===== config.mk =====
export PLATFORM = sky130hd
export DESIGN_NAME = player_input_encoder_flat
export DESIGN_NICKNAME = d
export VERILOG_FILES = /design/src/rtl/fighting_pkg.sv /design/src/rtl/player_input_encoder_if.sv /design/src/rtl/button_debouncer.sv /design/src/rtl/player_input_encoder.sv /design/src/flat_wrapper.sv
export SDC_FILE = /design/constraint.sdc
export NUM_CORES = 1
export LEC_CHECK = 0
export ABC_AREA = 1
export CORE_UTILIZATION = 40
export DETAILED_ROUTE_END_ITERATION = 6
export SYNTH_ARGS = -nofsm -noshare
export SYNTH_HDL_FRONTEND = slang
export SYNTH_HIERARCHICAL = 1
export SYNTH_SLANG_ARGS = --single-unit

===== constraint.sdc =====
create_clock -name clk -period 4.58 [get_ports clk]
set_input_delay 0.458 -clock clk [delete_from_list [all_inputs] [get_ports clk]]
set_output_delay 0.458 -clock clk [all_outputs]
set_load 0.03 [all_outputs]

===== src/rtl/fighting_pkg.sv =====
// -----------------------------------------------------------------------------
// fighting_pkg
//   Constants and helpers shared by the player input encoder and the game core.
//   Holds the bit position of every action in the 6-bit command word, the word
//   type, and the conflict-resolution function applied to each tick's actions.
// -----------------------------------------------------------------------------
package fighting_pkg;

  localparam int ACT_W       = 6;
  localparam int ACT_LEFT    = 0;
  localparam int ACT_RIGHT   = 1;
  localparam int ACT_ATTACK  = 2;
  localparam int ACT_DEFEND  = 3;
  localparam int ACT_JUMP    = 4;
  localparam int ACT_SPECIAL = 5;

  typedef logic [ACT_W-1:0] act_t;

  // Result of resolving one tick's raw action set.
  typedef struct packed {
    act_t word;
    logic conflict;
  } resolve_t;

  // Drops mutually exclusive or forbidden actions in a fixed priority order.
  // Each rule looks at the raw set, so dropping LEFT/RIGHT never hides an
  // ATTACK/DEFEND clash and vice versa.
  function automatic resolve_t resolve_actions(input act_t raw,
                                               input logic special_blocked);
    resolve_t r;
    r.word     = raw;
    r.conflict = 1'b0;
    if (raw[ACT_LEFT] && raw[ACT_RIGHT]) begin
      r.word[ACT_LEFT]  = 1'b0;
      r.word[ACT_RIGHT] = 1'b0;
      r.conflict        = 1'b1;
    end
    // Defending wins over attacking.
    if (raw[ACT_ATTACK] && raw[ACT_DEFEND]) begin
      r.word[ACT_ATTACK] = 1'b0;
      r.conflict         = 1'b1;
    end
    if (raw[ACT_SPECIAL] && special_blocked) begin
      r.word[ACT_SPECIAL] = 1'b0;
      r.conflict          = 1'b1;
    end
    return r;
  endfunction

endpackage


===== src/rtl/player_input_encoder_if.sv =====
// -----------------------------------------------------------------------------
// player_input_encoder_if
//   Command bus between one player's input encoder (master) and the game core
//   (slave).
//
//   Handshake: the game core pulses tick for one clk to request a step. The
//   encoder answers with cmd_valid high for exactly the following clk;
//   player_input and conflict are meaningful only while cmd_valid is high and
//   are held at zero otherwise. There is no ready/backpressure: the core must
//   accept the word in that single cycle.
//
//   Signals
//     tick          core -> encoder   one-cycle game-step strobe
//     player_input  encoder -> core   action word, one bit per ACT_* index
//     cmd_valid     encoder -> core   qualifies player_input
//     conflict      encoder -> core   resolution dropped an action this word
//     cooldown_busy encoder -> core   SPECIAL currently refused
//     btn_stable    encoder -> core   debounced button levels (observability)
// -----------------------------------------------------------------------------
interface player_input_encoder_if;
  import fighting_pkg::*;

  logic tick;
  act_t player_input;
  logic cmd_valid;
  logic conflict;
  logic cooldown_busy;
  act_t btn_stable;

  modport master (
    input  tick,
    output player_input,
    output cmd_valid,
    output conflict,
    output cooldown_busy,
    output btn_stable
  );

  modport slave (
    output tick,
    input  player_input,
    input  cmd_valid,
    input  conflict,
    input  cooldown_busy,
    input  btn_stable
  );

endinterface


===== src/rtl/button_debouncer.sv =====
// -----------------------------------------------------------------------------
// button_debouncer
//   One button line: two-flop synchroniser, stability counter, press strobe.
//
//   Ports
//     clk       system clock
//     rst       synchronous active-high reset
//     raw_i     asynchronous raw button level, 1 = pressed
//     stable_o  debounced level
//     press_o   combinational strobe, high in the cycle whose clock edge
//               turns stable_o from 0 to 1 (so the edge that registers the
//               new level can also capture the press)
// -----------------------------------------------------------------------------
module button_debouncer #(
  parameter int DEBOUNCE_CYCLES = 4,
  parameter int CNT_W           = 4
) (
  input  logic clk,
  input  logic rst,
  input  logic raw_i,
  output logic stable_o,
  output logic press_o
);

  localparam logic [CNT_W-1:0] CNT_LAST = CNT_W'(DEBOUNCE_CYCLES - 1);

  logic             sync1_q;
  logic             sync2_q;
  logic             stable_q;
  logic             stable_d;
  logic [CNT_W-1:0] cnt_q;
  logic [CNT_W-1:0] cnt_d;

  // The counter tracks how long the synchronised level has disagreed with the
  // accepted level; any agreement (a bounce back) restarts the count.
  always_comb begin
    stable_d = stable_q;
    cnt_d    = '0;
    if (sync2_q != stable_q) begin
      if (cnt_q == CNT_LAST) begin
        stable_d = sync2_q;
      end else begin
        cnt_d = cnt_q + CNT_W'(1);
      end
    end
  end

  always_ff @(posedge clk) begin
    if (rst) begin
      sync1_q  <= 1'b0;
      sync2_q  <= 1'b0;
      stable_q <= 1'b0;
      cnt_q    <= '0;
    end else begin
      sync1_q  <= raw_i;
      sync2_q  <= sync1_q;
      stable_q <= stable_d;
      cnt_q    <= cnt_d;
    end
  end

  assign stable_o = stable_q;
  assign press_o  = stable_d & ~stable_q;

endmodule


===== src/rtl/player_input_encoder.sv =====
// -----------------------------------------------------------------------------
// player_input_encoder
//   Producer side of one player's 6-bit command bus. Debounces the buttons,
//   collects press events between game ticks, adds auto-repeat moves for a
//   held LEFT/RIGHT, resolves conflicting actions and emits exactly one
//   registered command word in the clk after each tick.
//
//   Ports
//     clk      system clock
//     rst      synchronous active-high reset (wins over tick)
//     btn_raw  asynchronous raw buttons, bit i = action ACT_* i, 1 = pressed
//     bus      command bus, master side (tick in; word/valid/conflict/
//              cooldown_busy/btn_stable out)
// -----------------------------------------------------------------------------
module player_input_encoder
  import fighting_pkg::*;
#(
  parameter int DEBOUNCE_CYCLES = 4,
  parameter int REPEAT_TICKS    = 8,
  parameter int COOLDOWN_TICKS  = 3,
  parameter int CNT_W           = 4
) (
  input  logic                   clk,
  input  logic                   rst,
  input  logic [ACT_W-1:0]       btn_raw,
  player_input_encoder_if.master bus
);

  localparam logic [CNT_W-1:0] REP_LAST  = CNT_W'(REPEAT_TICKS - 1);
  localparam logic [CNT_W-1:0] COOL_LOAD = CNT_W'(COOLDOWN_TICKS);

  act_t stable;
  act_t press;

  // ---------------------------------------------------------------------------
  // Per-button synchronise + debounce
  // ---------------------------------------------------------------------------
  for (genvar g = 0; g < ACT_W; g++) begin : g_btn
    button_debouncer #(
      .DEBOUNCE_CYCLES (DEBOUNCE_CYCLES),
      .CNT_W           (CNT_W)
    ) u_debouncer (
      .clk      (clk),
      .rst      (rst),
      .raw_i    (btn_raw[g]),
      .stable_o (stable[g]),
      .press_o  (press[g])
    );
  end

  // ---------------------------------------------------------------------------
  // State
  // ---------------------------------------------------------------------------
  act_t             pending_q,  pending_d;
  logic [CNT_W-1:0] rep_cnt_q,  rep_cnt_d;
  logic [CNT_W-1:0] cooldown_q, cooldown_d;
  act_t             word_q,     word_d;
  logic             valid_q,    valid_d;
  logic             conflict_q, conflict_d;

  // ---------------------------------------------------------------------------
  // Auto-repeat for a single held direction
  // ---------------------------------------------------------------------------
  logic lr_one;
  logic lr_press;
  logic dir_pending;
  logic repeat_hit;
  act_t dir_mask;

  assign lr_one   = stable[ACT_LEFT] ^ stable[ACT_RIGHT];
  assign lr_press = press[ACT_LEFT] | press[ACT_RIGHT];

  always_comb begin
    dir_mask             = '0;
    dir_mask[ACT_RIGHT]  = stable[ACT_RIGHT];
    dir_mask[ACT_LEFT]   = ~stable[ACT_RIGHT];
  end

  // A fresh press of the held direction already yields a move this tick, so
  // that tick must not also advance the repeat count.
  assign dir_pending = |((pending_q | press) & dir_mask);

  assign repeat_hit = bus.tick & lr_one & ~lr_press & ~dir_pending &
                      (rep_cnt_q == REP_LAST);

  // Releases need no explicit clear: releasing the only held direction makes
  // lr_one false, and releasing one of two held directions starts from a
  // counter that the both-held state already kept at zero.
  always_comb begin
    rep_cnt_d = rep_cnt_q;
    if (!lr_one || lr_press) begin
      rep_cnt_d = '0;
    end else if (bus.tick && !dir_pending) begin
      rep_cnt_d = repeat_hit ? '0 : rep_cnt_q + CNT_W'(1);
    end
  end

  // ---------------------------------------------------------------------------
  // Action collection, resolution and cooldown
  // ---------------------------------------------------------------------------
  act_t     raw_actions;
  resolve_t res;

  always_comb begin
    raw_actions = pending_q | press;
    if (repeat_hit) begin
      raw_actions = raw_actions | dir_mask;
    end
    res = resolve_actions(raw_actions, cooldown_q != '0);
  end

  always_comb begin
    pending_d  = pending_q | press;
    cooldown_d = cooldown_q;
    word_d     = '0;
    valid_d    = 1'b0;
    conflict_d = 1'b0;
    if (bus.tick) begin
      // Presses landing on the tick cycle are consumed by this word.
      pending_d  = '0;
      word_d     = res.word;
      valid_d    = 1'b1;
      conflict_d = res.conflict;
      if (res.word[ACT_ATTACK]) begin
        cooldown_d = COOL_LOAD;
      end else if (cooldown_q != '0) begin
        cooldown_d = cooldown_q - CNT_W'(1);
      end
    end
  end

  always_ff @(posedge clk) begin
    if (rst) begin
      pending_q  <= '0;
      rep_cnt_q  <= '0;
      cooldown_q <= '0;
      word_q     <= '0;
      valid_q    <= 1'b0;
      conflict_q <= 1'b0;
    end else begin
      pending_q  <= pending_d;
      rep_cnt_q  <= rep_cnt_d;
      cooldown_q <= cooldown_d;
      word_q     <= word_d;
      valid_q    <= valid_d;
      conflict_q <= conflict_d;
    end
  end

  // ---------------------------------------------------------------------------
  // Outputs
  // ---------------------------------------------------------------------------
  assign bus.player_input  = word_q;
  assign bus.cmd_valid     = valid_q;
  assign bus.conflict      = conflict_q;
  assign bus.cooldown_busy = (cooldown_q != '0);
  assign bus.btn_stable    = stable;

endmodule


===== src/flat_wrapper.sv =====
// flat-port wrapper written by rule: the top's interface ports become plain ports
module player_input_encoder_flat import fighting_pkg::*;
#(
  parameter int DEBOUNCE_CYCLES = 4,
  parameter int REPEAT_TICKS    = 8,
  parameter int COOLDOWN_TICKS  = 3,
  parameter int CNT_W           = 4
)
  (clk, rst, btn_raw, bus_tick, bus_player_input, bus_cmd_valid, bus_conflict, bus_cooldown_busy, bus_btn_stable);
  player_input_encoder_if bus_i ();
  input  logic clk;
  input  logic rst;
  input  logic [ACT_W-1:0] btn_raw;
  input wire logic [$bits(bus_i.tick)-1:0] bus_tick;
  output wire logic [$bits(bus_i.player_input)-1:0] bus_player_input;
  output wire logic [$bits(bus_i.cmd_valid)-1:0] bus_cmd_valid;
  output wire logic [$bits(bus_i.conflict)-1:0] bus_conflict;
  output wire logic [$bits(bus_i.cooldown_busy)-1:0] bus_cooldown_busy;
  output wire logic [$bits(bus_i.btn_stable)-1:0] bus_btn_stable;
  assign bus_i.tick = bus_tick;
  assign bus_player_input = bus_i.player_input;
  assign bus_cmd_valid = bus_i.cmd_valid;
  assign bus_conflict = bus_i.conflict;
  assign bus_cooldown_busy = bus_i.cooldown_busy;
  assign bus_btn_stable = bus_i.btn_stable;
  player_input_encoder #(.DEBOUNCE_CYCLES(DEBOUNCE_CYCLES), .REPEAT_TICKS(REPEAT_TICKS), .COOLDOWN_TICKS(COOLDOWN_TICKS), .CNT_W(CNT_W)) u_core (.clk(clk), .rst(rst), .btn_raw(btn_raw), .bus(bus_i));
endmodule

Word level (Yosys, flattened, before mapping)
Cells that the tools add are included.
{ "word_totals": {"in_bits": 9, "reg_bits": 64, "word_cells": 126} }
{ "classes": {"n_bitwise": 30, "eq_ne": 13, "n_reduce_logical": 22, "addsub": 8, "n_mux": 21} }
{ "ops": {"columns": ["op", "n"], "rows": [
  ["4-bit by 1-bit adder with 4-bit output (second input constant)", 7],
  ["4-bit by 2-bit == test with 1-bit output (second input constant)", 6],
  ["3-bit OR reduction", 8],
  ["1-bit 2-to-1 mux", 17],
  ["1-bit NOT", 15],
  ["4-bit 2-to-1 mux", 3],
  ["1-bit AND", 10],
  ["6-bit by 2-bit AND with 6-bit output", 1],
  ["6-bit 2-to-1 mux", 1],
  ["1-bit != test", 6],
  ["6-bit by 2-bit bitwise OR with 6-bit output", 1],
  ["6-bit bitwise OR", 1],
  ["2-bit OR reduction", 3],
  ["6-bit OR reduction", 1],
  ["4-bit by 3-bit == test with 1-bit output (second input constant)", 1],
  ["1-bit logical AND", 4],
  ["4-bit nonzero test", 1],
  ["4-bit by 1-bit subtractor with 4-bit output (second input constant)", 1],
  ["1-bit logical NOT", 2],
  ["2-bit AND reduction", 1],
  ["2-bit nonzero test", 1],
  ["1-bit logical OR", 1],
  ["1-bit bitwise OR", 1],
  ["1-bit bitwise XOR", 1]
]} }

Longest topological paths before layout
Gate-level depths: netlist of the first run.
{ "depth": {"ltp_word": 15, "depth_mapped": 11} }

Cells and area by module
Netlist of the first run, hierarchy kept.
{ "modules_own_cells": {"columns": ["module", "instances", "area_each_um2", "cells_per_inst"], "rows": [
  ["button_debouncer", 6, 282.8, 36],
  ["player_input_encoder", 1, 934.6, 116]
]} }

Worst setup path after synthesis of the first run
No wires, ideal clock.
{ "synth_timing": {"path_type": "reg2reg", "start": "register u_core.g_btn[2].u_debouncer.cnt_q[0]", "end": "register u_core.cooldown_q[1]", "stages_incl_launch_ff": 9, "slack_ps": 2994, "arrival_time_ps": 1467, "path_buffers": 0, "synth_period_minus_slack_ps": 1586, "cell_sequence": "dfxtp_1 > ha_1 > nand2_2 > nor3_1 > o21ai_2 > a21oi_4 > inv_1 > o21ai_0 > a21oi_1"} }
{ "synth_between": {"elab_chain_cells": 15} }
{ "synth_rtl": {"columns": ["item", "line_no", "rtl"], "rows": [
  ["start, declared", "button_debouncer.sv:31", "logic [CNT_W-1:0] cnt_q;"],
  ["start signal, assigned", "button_debouncer.sv:58", "cnt_q <= cnt_d;"],
  ["4-bit by 2-bit == test with 1-bit output *", "button_debouncer.sv:40", "if (cnt_q == CNT_LAST) begin"],
  ["1-bit 2-to-1 mux *", "button_debouncer.sv:40", null],
  ["1-bit 2-to-1 mux *", "button_debouncer.sv:39", "if (sync2_q != stable_q) begin"],
  ["1-bit AND *", "button_debouncer.sv:63", "assign press_o = stable_d & ~stable_q;"],
  ["named net u_core.press[2]", "player_input_encoder.sv:33", "act_t press;"],
  ["6-bit bitwise OR *", "player_input_encoder.sv:81, player_input_encoder.sv:105", null],
  ["6-bit by 2-bit AND with 6-bit output", "player_input_encoder.sv:81", "assign dir_pending = |((pending_q | press) & dir_mask);"],
  ["6-bit OR reduction", "player_input_encoder.sv:81", null],
  ["1-bit NOT", "player_input_encoder.sv:83", "assign repeat_hit = bus.tick & lr_one & ~lr_press & ~dir_pending &"],
  ["1-bit AND (2 in series)", "player_input_encoder.sv:83", null],
  ["6-bit 2-to-1 mux *", "player_input_encoder.sv:106", "if (repeat_hit) begin"],
  ["1-bit logical AND", "fighting_pkg.sv:39", "if (raw[ACT_ATTACK] && raw[ACT_DEFEND]) begin"],
  ["1-bit 2-to-1 mux *", "fighting_pkg.sv:39", null],
  ["2-bit nonzero test (no line)", null, null],
  ["2-bit AND reduction (no line)", null, null],
  ["end signal, assigned", "player_input_encoder.sv:143", "cooldown_q <= cooldown_d;"],
  ["end, declared", "player_input_encoder.sv:56", "logic [CNT_W-1:0] cooldown_q, cooldown_d;"]
]} }
The timed path passes the listed nets; every way through them passes the cells marked *.
A chain may end at the register's enable or synchronous reset.

Worst setup path after layout of the first run
{ "layout_timing": {"start": "register u_core.cooldown_q[0]", "end": "output bus_cooldown_busy"} }
{ "layout_between": {"elab_chain_cells": 1} }
{ "layout_rtl": {"columns": ["item", "line_no", "rtl"], "rows": [
  ["4-bit nonzero test", "player_input_encoder.sv:156", "assign bus.cooldown_busy = (cooldown_q != '0);"],
  ["end, declared", "flat_wrapper.sv:18", "output wire logic [$bits(bus_i.cooldown_busy)-1:0] bus_cooldown_busy;"]
]} }
Every way passes these cells.

==> flow_metrics.env, run 1 <==
export IMPL_routed_via_density=4.58
export IMPL_max_freq_mhz=432
export IMPL_path_clk_slew_ns=0.06
export IMPL_first_pass_iters=4
export IMPL_maxSlewHeadroom_pct=48.9
export IMPL_core_area_um2=6350
export IMPL_grt_setup_unrepaired="false"
export IMPL_diodes=0
export IMPL_areaGrowthSynthToFinish_pct=20.8
export IMPL_syn_inst=332
export IMPL_dpl_hpwl_mm=3.06
export IMPL_fin_crit_ns=2.31
export IMPL_final_common_cell="dfxtp_1"
export IMPL_vias=2049
export IMPL_post_cts_setup_buffers=0
export IMPL_p_sw_uw=335
export IMPL_final_setup_tns_ns=0
export IMPL_wl_per_cell_um=9.49
export IMPL_p_comb_share_pct=14.7
export IMPL_antenna_found_initial=0
export IMPL_yosysTopAreaCell="dfxtp_1"
export IMPL_cts_resized=0
export IMPL_ys_seq_elements=64
export IMPL_dieWidth_um=83.1
export IMPL_skew_ns=0.00619
export IMPL_gp_congestion=0.755
export IMPL_grt_pass1_wl_mm=7.49
export IMPL_power_density_nw_per_um2=418
export IMPL_grt_pass1_vias=1768
export IMPL_async_reset_ff_share_pct=0
export IMPL_period_share_pct=50.5
export IMPL_cp_data_required_time_ns=4.12
export IMPL_fin_ws_ns=2.27
export IMPL_die_area_um2=6910
export IMPL_p_leak_uw=0.00133
export IMPL_crit_type="flop to output pin"
export IMPL_synthFlopType="dfxtp_1"
export IMPL_max_slew_worst_pin_slew_ns=0.764
export IMPL_mostFrequentLayoutCells="64 x dfxtp_1, 60 x inv_1, 56 x nor2_1, 48 x nand2_1, 23 x clkdlybuf4s50_1"
export IMPL_clkSinkCount=64
export IMPL_ant_nets=0
export IMPL_hold_violations=0
export IMPL_cts_tree="yes"
export IMPL_syn_avg_cell_area_um2=7.93
export IMPL_synth_area_top_cells="dfxtp_1 49%, inv_1 8.6%, nor2_1 8.0%, nand2_1 6.8%, ha_1 4.3%"
export IMPL_grt_usage_pct=13.6
export IMPL_synth_warnings=6
export IMPL_power_frac_seq_pct=45.5
export IMPL_critPathArrivalTime_ns=1.85
export IMPL_yosysSeqAreaShare_pct=48.7
export IMPL_swShare_pct=25.3
export IMPL_syn_area_um2=2630
export IMPL_numPortBuffers=23
export IMPL_row_count=29
export IMPL_dr_first_iter_drc_count=108
export IMPL_syn_nets=350
export IMPL_dieHeight_um=83.1
export IMPL_cts_buffer_depth=2
export IMPL_wl_mm=4.24
export IMPL_start_kind="flop"
export IMPL_intPower_uw=992
export IMPL_final_max_slew_violation_count=0
export IMPL_gr_total_overflow=0
export IMPL_yosys_area_top_type_share_pct=48.7
export IMPL_htreeDepth=3
export IMPL_final_setup_viol_count=0
export IMPL_drive_above_1_share_pct=12.2
export IMPL_drc=0
export IMPL_ios=24
export IMPL_endpoint_kind="output pin"
export IMPL_dp_slack_ns=2.43
export IMPL_power_frac_clock_pct=39.8
export IMPL_status="complete, no violations"
export IMPL_nNetsFinal=384
export IMPL_cts_buffers=9
export IMPL_cp_max_fo=3
export IMPL_synth_edf_count=0
export IMPL_min_delay_path_class="flop to flop"
export IMPL_cap_violations=0
export IMPL_initial_core_util_pct=41.4
export IMPL_cts_hold_buf=0
export IMPL_cts_root_buf="clkbuf_8"
export IMPL_ir_worst_vdd_uv=230
export IMPL_grt_start_max_net_pins=22
export IMPL_clock_latency_ns=0.33
export IMPL_hold_slack_ns=0.401
export IMPL_yosysUniqueCellTypes=24
## per-layer routing
| layer | vias up | wire length [um] | global-route usage [%] |
|---|---|---|---|
| met4 | 0 | 38 | 5.64 |
| met1 | 910 | 2110 | 16.6 |
| met5 | - | 0 | 0 |
| li1 | 1102 | - | - |
| met2 | 33 | 1900 | 20.9 |
| met3 | 4 | 201 | 5.96 |
## Yosys cell counts, types with 2 or more instances
master / count
nand2_2: 9
inv_1: 60
nand2_1: 48
a21oi_1: 8
o21ai_2: 2
nor2_1: 56
o21ai_0: 4
nor3_1: 10
nor2_4: 2
nand4_1: 12
nand3_2: 7
nand3_1: 20
ha_1: 9
dfxtp_1: 64
nor2_2: 7
xnor2_1: 6
## per-stage QoR
stage               utilization (%)  instance area [um2]  total power, uW  cells
floorplan                         -                 2630              753    332
global placement               46.6                 2960              807    432
detailed placement             46.6                 2960              811    432
CTS                            50.0                 3180             1340    447
global route                   50.0                 3180             1400    447
finish                         50.0                 3180             1330    447
## kinds of logic (layout without fill, tap and decap cells)
family | Yosys count | after routing | share of synthesized area (%)
XOR/XNOR | 7 | 7 | 2.33
flip-flops | 64 | 64 | 48.7
adder cells (fa/ha/maj) | 9 | 9 | 4.28
AND/OR/NAND/NOR | 173 | 173 | 31.6
buffers and inverters | 61 | 99 | 8.70
AO/OA/AOI/OAI | 18 | 18 | 4.42
## path summary, 6_finish.rpt
path,slack [ns],depth (start not counted),endpoint,start
setup / recovery,2.27,6,bus_cooldown_busy,u_core/cooldown_q[0]$_SDFFE_PP0P_
hold / removal,0.40,2,u_core/g_btn[1].u_debouncer/sync2_q$_SDFF_PP0_,u_core/g_btn[1].u_debouncer/sync1_q$_SDFF_PP0_
setup reg to reg,2.67,8,u_core/cooldown_q[1]$_SDFFE_PP0P_,u_core/g_btn[2].u_debouncer/cnt_q[0]$_SDFF_PP0_
hold reg to reg,0.40,2,u_core/g_btn[1].u_debouncer/sync2_q$_SDFF_PP0_,u_core/g_btn[1].u_debouncer/sync1_q$_SDFF_PP0_
## area by class of cell
type,instances,area (um2)
Multi-Input combinational cell,207,1120
Clock buffer,12,155
Timing Repair Buffer,23,230
Clock inverter,3,65.1
Fill cell,601,3170
Sequential cell,64,1280
Tap cell,77,96.3
Inverter,61,229
## critical path, cell delays in order (launching register included)
cell and delay, ns:
dfxtp_1 0.35, inv_1 0.08, ha_1 0.19, inv_1 0.09, nor3_4 0.06, inv_1 0.08
clkdlybuf4s50_1 0.66
## registers in the layout, indices dropped and copies added, names as in the netlist
register and cells:
u_core/cooldown_q 4, u_core/bus.player_input 6, u_core/g_btn.u_debouncer/stable_o 6, u_core/bus.cmd_valid 1, u_core/g_btn.u_debouncer/cnt_q 24, u_core/bus.conflict 1
u_core/g_btn.u_debouncer/sync2_q 6, u_core/g_btn.u_debouncer/sync1_q 6, u_core/pending_q 6, u_core/rep_cnt_q 4
## power by group through the flow
stage	Sequential (uW)	Combinational, uW	Clock, uW
detailed placement	616	195	0
floorplan	613	140	0
CTS	604	195	544
global placement	616	191	0
finish	604	195	528
global route	607	225	572
Power figures use the tool's default switching activity.
==> run 2: changes to the inputs <==
==> constraint.sdc (replaced) <==
create_clock -name clk -period 2.05 [get_ports clk]
set_input_delay 0.205 -clock clk [delete_from_list [all_inputs] [get_ports clk]]
set_output_delay 0.205 -clock clk [all_outputs]
set_load 0.03 [all_outputs]
==> flow_metrics.env, run 2 (synthesis results as in run 1) <==
export IMPL_status="complete, no violations"
export IMPL_final_common_cell="dfxtp_1"
export IMPL_grt_setup_unrepaired="false"
export IMPL_intPower_uw=2010
export IMPL_final_max_slew_violation_count=0
export IMPL_die_area_um2=6910
export IMPL_core_area_um2=6350
export IMPL_clock_latency_ns=0.33
export IMPL_gp_congestion=0.776
export IMPL_nNetsFinal=385
export IMPL_maxSlewHeadroom_pct=68.1
export IMPL_dieHeight_um=83.1
export IMPL_period_share_pct=88.0
export IMPL_cts_buffer_depth=2
export IMPL_ir_worst_vdd_uv=540
export IMPL_cp_data_required_time_ns=1.85
export IMPL_min_delay_path_class="primary input to flop"
export IMPL_p_sw_uw=742
export IMPL_critPathArrivalTime_ns=1.60
export IMPL_vias=2037
export IMPL_gr_total_overflow=0
export IMPL_clkSinkCount=64
export IMPL_dieWidth_um=83.1
export IMPL_hold_depth=3
export IMPL_dp_cells=433
export IMPL_regMostFlops="u_core/g_btn.u_debouncer/cnt_q"
export IMPL_ant_nets=0
export IMPL_cts_tree="yes"
export IMPL_cp_max_fo=3
export IMPL_routed_via_density=4.54
export IMPL_path_clk_slew_ns=0.06
export IMPL_areaGrowthSynthToFinish_pct=19.5
export IMPL_first_pass_iters=4
export IMPL_endpoint_kind="output pin"
export IMPL_final_setup_tns_ns=0
export IMPL_initial_core_util_pct=41.4
export IMPL_swShare_pct=26.9
export IMPL_numPortBuffers=23
export IMPL_wl_mm=4.24
export IMPL_min_from="btn_raw[4]"
export IMPL_dpl_hpwl_mm=3.06
export IMPL_regToRegEndpoint="u_core/bus.player_input[0]$_SDFF_PP0_"
export IMPL_grt_pass1_vias=1844
export IMPL_cts_root_buf="clkbuf_8"
export IMPL_seqCellArea_um2=1280
export IMPL_cts_buffers=9
export IMPL_power_frac_clock_pct=36.2
export IMPL_min_to="u_core/g_btn[4].u_debouncer/sync1_q$_SDFF_PP0_"
export IMPL_start_kind="flop"
export IMPL_p_comb_share_pct=14.9
export IMPL_power_frac_seq_pct=49.0
export IMPL_max_freq_mhz=554
export IMPL_hold_violations=0
export IMPL_p_leak_uw=0.00132
export IMPL_max_slew_worst_pin_slew_ns=0.475
export IMPL_regToRegSetupSlack_ns=0.27
export IMPL_antenna_found_initial=0
export IMPL_crit_type="flop to output pin"
export IMPL_htreeDepth=3
export IMPL_final_setup_viol_count=0
export IMPL_mostFrequentLayoutCells="64 x dfxtp_1, 60 x inv_1, 56 x nor2_1, 48 x nand2_1, 22 x clkdlybuf4s50_1"
export IMPL_ios=24
export IMPL_fin_crit_ns=1.80
export IMPL_largest_register_ffs=24
export IMPL_multi_input_area_um2=1120
export IMPL_cap_violations=0
export IMPL_grt_usage_pct=14.0
export IMPL_diodes=0
export IMPL_fillers=601
export IMPL_crit_reg2reg_launch="u_core/g_btn[0].u_debouncer/cnt_q[0]$_SDFF_PP0_"
export IMPL_skew_ns=0.00758
export IMPL_row_count=29
export IMPL_drc=0
export IMPL_grt_start_max_net_pins=14
export IMPL_wl_per_cell_um=9.45
export IMPL_power_density_nw_per_um2=876
export IMPL_reg2reg_depth=11
export IMPL_dr_first_iter_drc_count=57
export IMPL_grt_pass1_wl_mm=7.75
export IMPL_drive_above_1_share_pct=12.1
export IMPL_final_cell_count_no_fill=449
[run 2: repair_timing]
item	4_1_cts	5_1_grt
endpoints found under the setup margin	1	0
hold buffers	0	0
resized for setup	1	0
endpoints found under the hold margin	0	0
setup buffers	0	0
[run 2: layout make-up]
| type | instances | share of cell area (%) |
|---|---|---|
| flip-flops and latches | 64 | 40.7 |
| multi-input cells | 207 | 35.7 |
| repair buffers | 24 | 7.52 |
| inverters | 61 | 7.28 |
| clock buffers | 12 | 4.30 |
| well taps | 77 | 3.06 |
| clock inverters | 4 | 1.43 |
[run 2: routing by layer]
layer  track usage (%)  up-vias  wire [um]
li1                  -     1105          -
met1              17.0      893       2090
met2              21.7       33       1900
met3              6.26        6        206
met4              5.17        0         56
met5                 0        -          0
[run 2: worst max-delay path, cell delays in order, from the launching register on]
cell	delay, ns
dfxtp_1	0.32
inv_1	0.10
ha_1	0.15
inv_1	0.05
nor3_4	0.19
inv_1	0.09
dlygate4sd2_1	0.36
[run 2: how the worst max path moves through the flow]
| stage | from | end | slack (ns) | depth (start not counted) |
|---|---|---|---|---|
| global route | u_core/g_btn[0].u_debouncer/cnt_q[0]$_SDFF_PP0_ | u_core/bus.player_input[0]$_SDFF_PP0_ | 0.08 | 11 |
| finish | u_core/cooldown_q[0]$_SDFFE_PP0P_ | bus_cooldown_busy | 0.25 | 6 |
| detailed placement | u_core/g_btn[2].u_debouncer/cnt_q[0]$_SDFF_PP0_ | u_core/cooldown_q[1]$_SDFFE_PP0P_ | 0.27 | 8 |
| global placement | u_core/cooldown_q[0]$_SDFFE_PP0P_ | bus_cooldown_busy | 0.34 | 6 |
| floorplan | u_core/g_btn[2].u_debouncer/cnt_q[0]$_SDFF_PP0_ | u_core/cooldown_q[1]$_SDFFE_PP0P_ | 0.46 | 8 |
| CTS | u_core/cooldown_q[0]$_SDFFE_PP0P_ | bus_cooldown_busy | 0.22 | 6 |
[run 2: stage by stage]
step / setup WS (ns) / hold slack [ns] / instance area (um2) / power (uW) / util [%]
2_1_floorplan: 0.464 / 0.276 / 2630 / 1680 / -
6_report: 0.246 / 0.385 / 3140 / 2760 / 49.5
3_3_place_gp: 0.342 / 0.390 / 2970 / 1800 / 46.7
4_1_cts: 0.222 / 0.369 / 3140 / 2800 / 49.5
3_5_place_dp: 0.270 / 0.394 / 2970 / 1810 / 46.7
5_1_grt: 0.0850 / 0.380 / 3140 / 2910 / 49.5
[run 2: power groups by stage]
stage                     combinational [uW]  clock, uW  sequential (uW)
after floorplan                          313          0             1370
after global placement                   425          0             1380
after detailed placement                 431          0             1380
after CTS                                414       1040             1350
after global routing                     463       1090             1350
final                                    410        996             1350
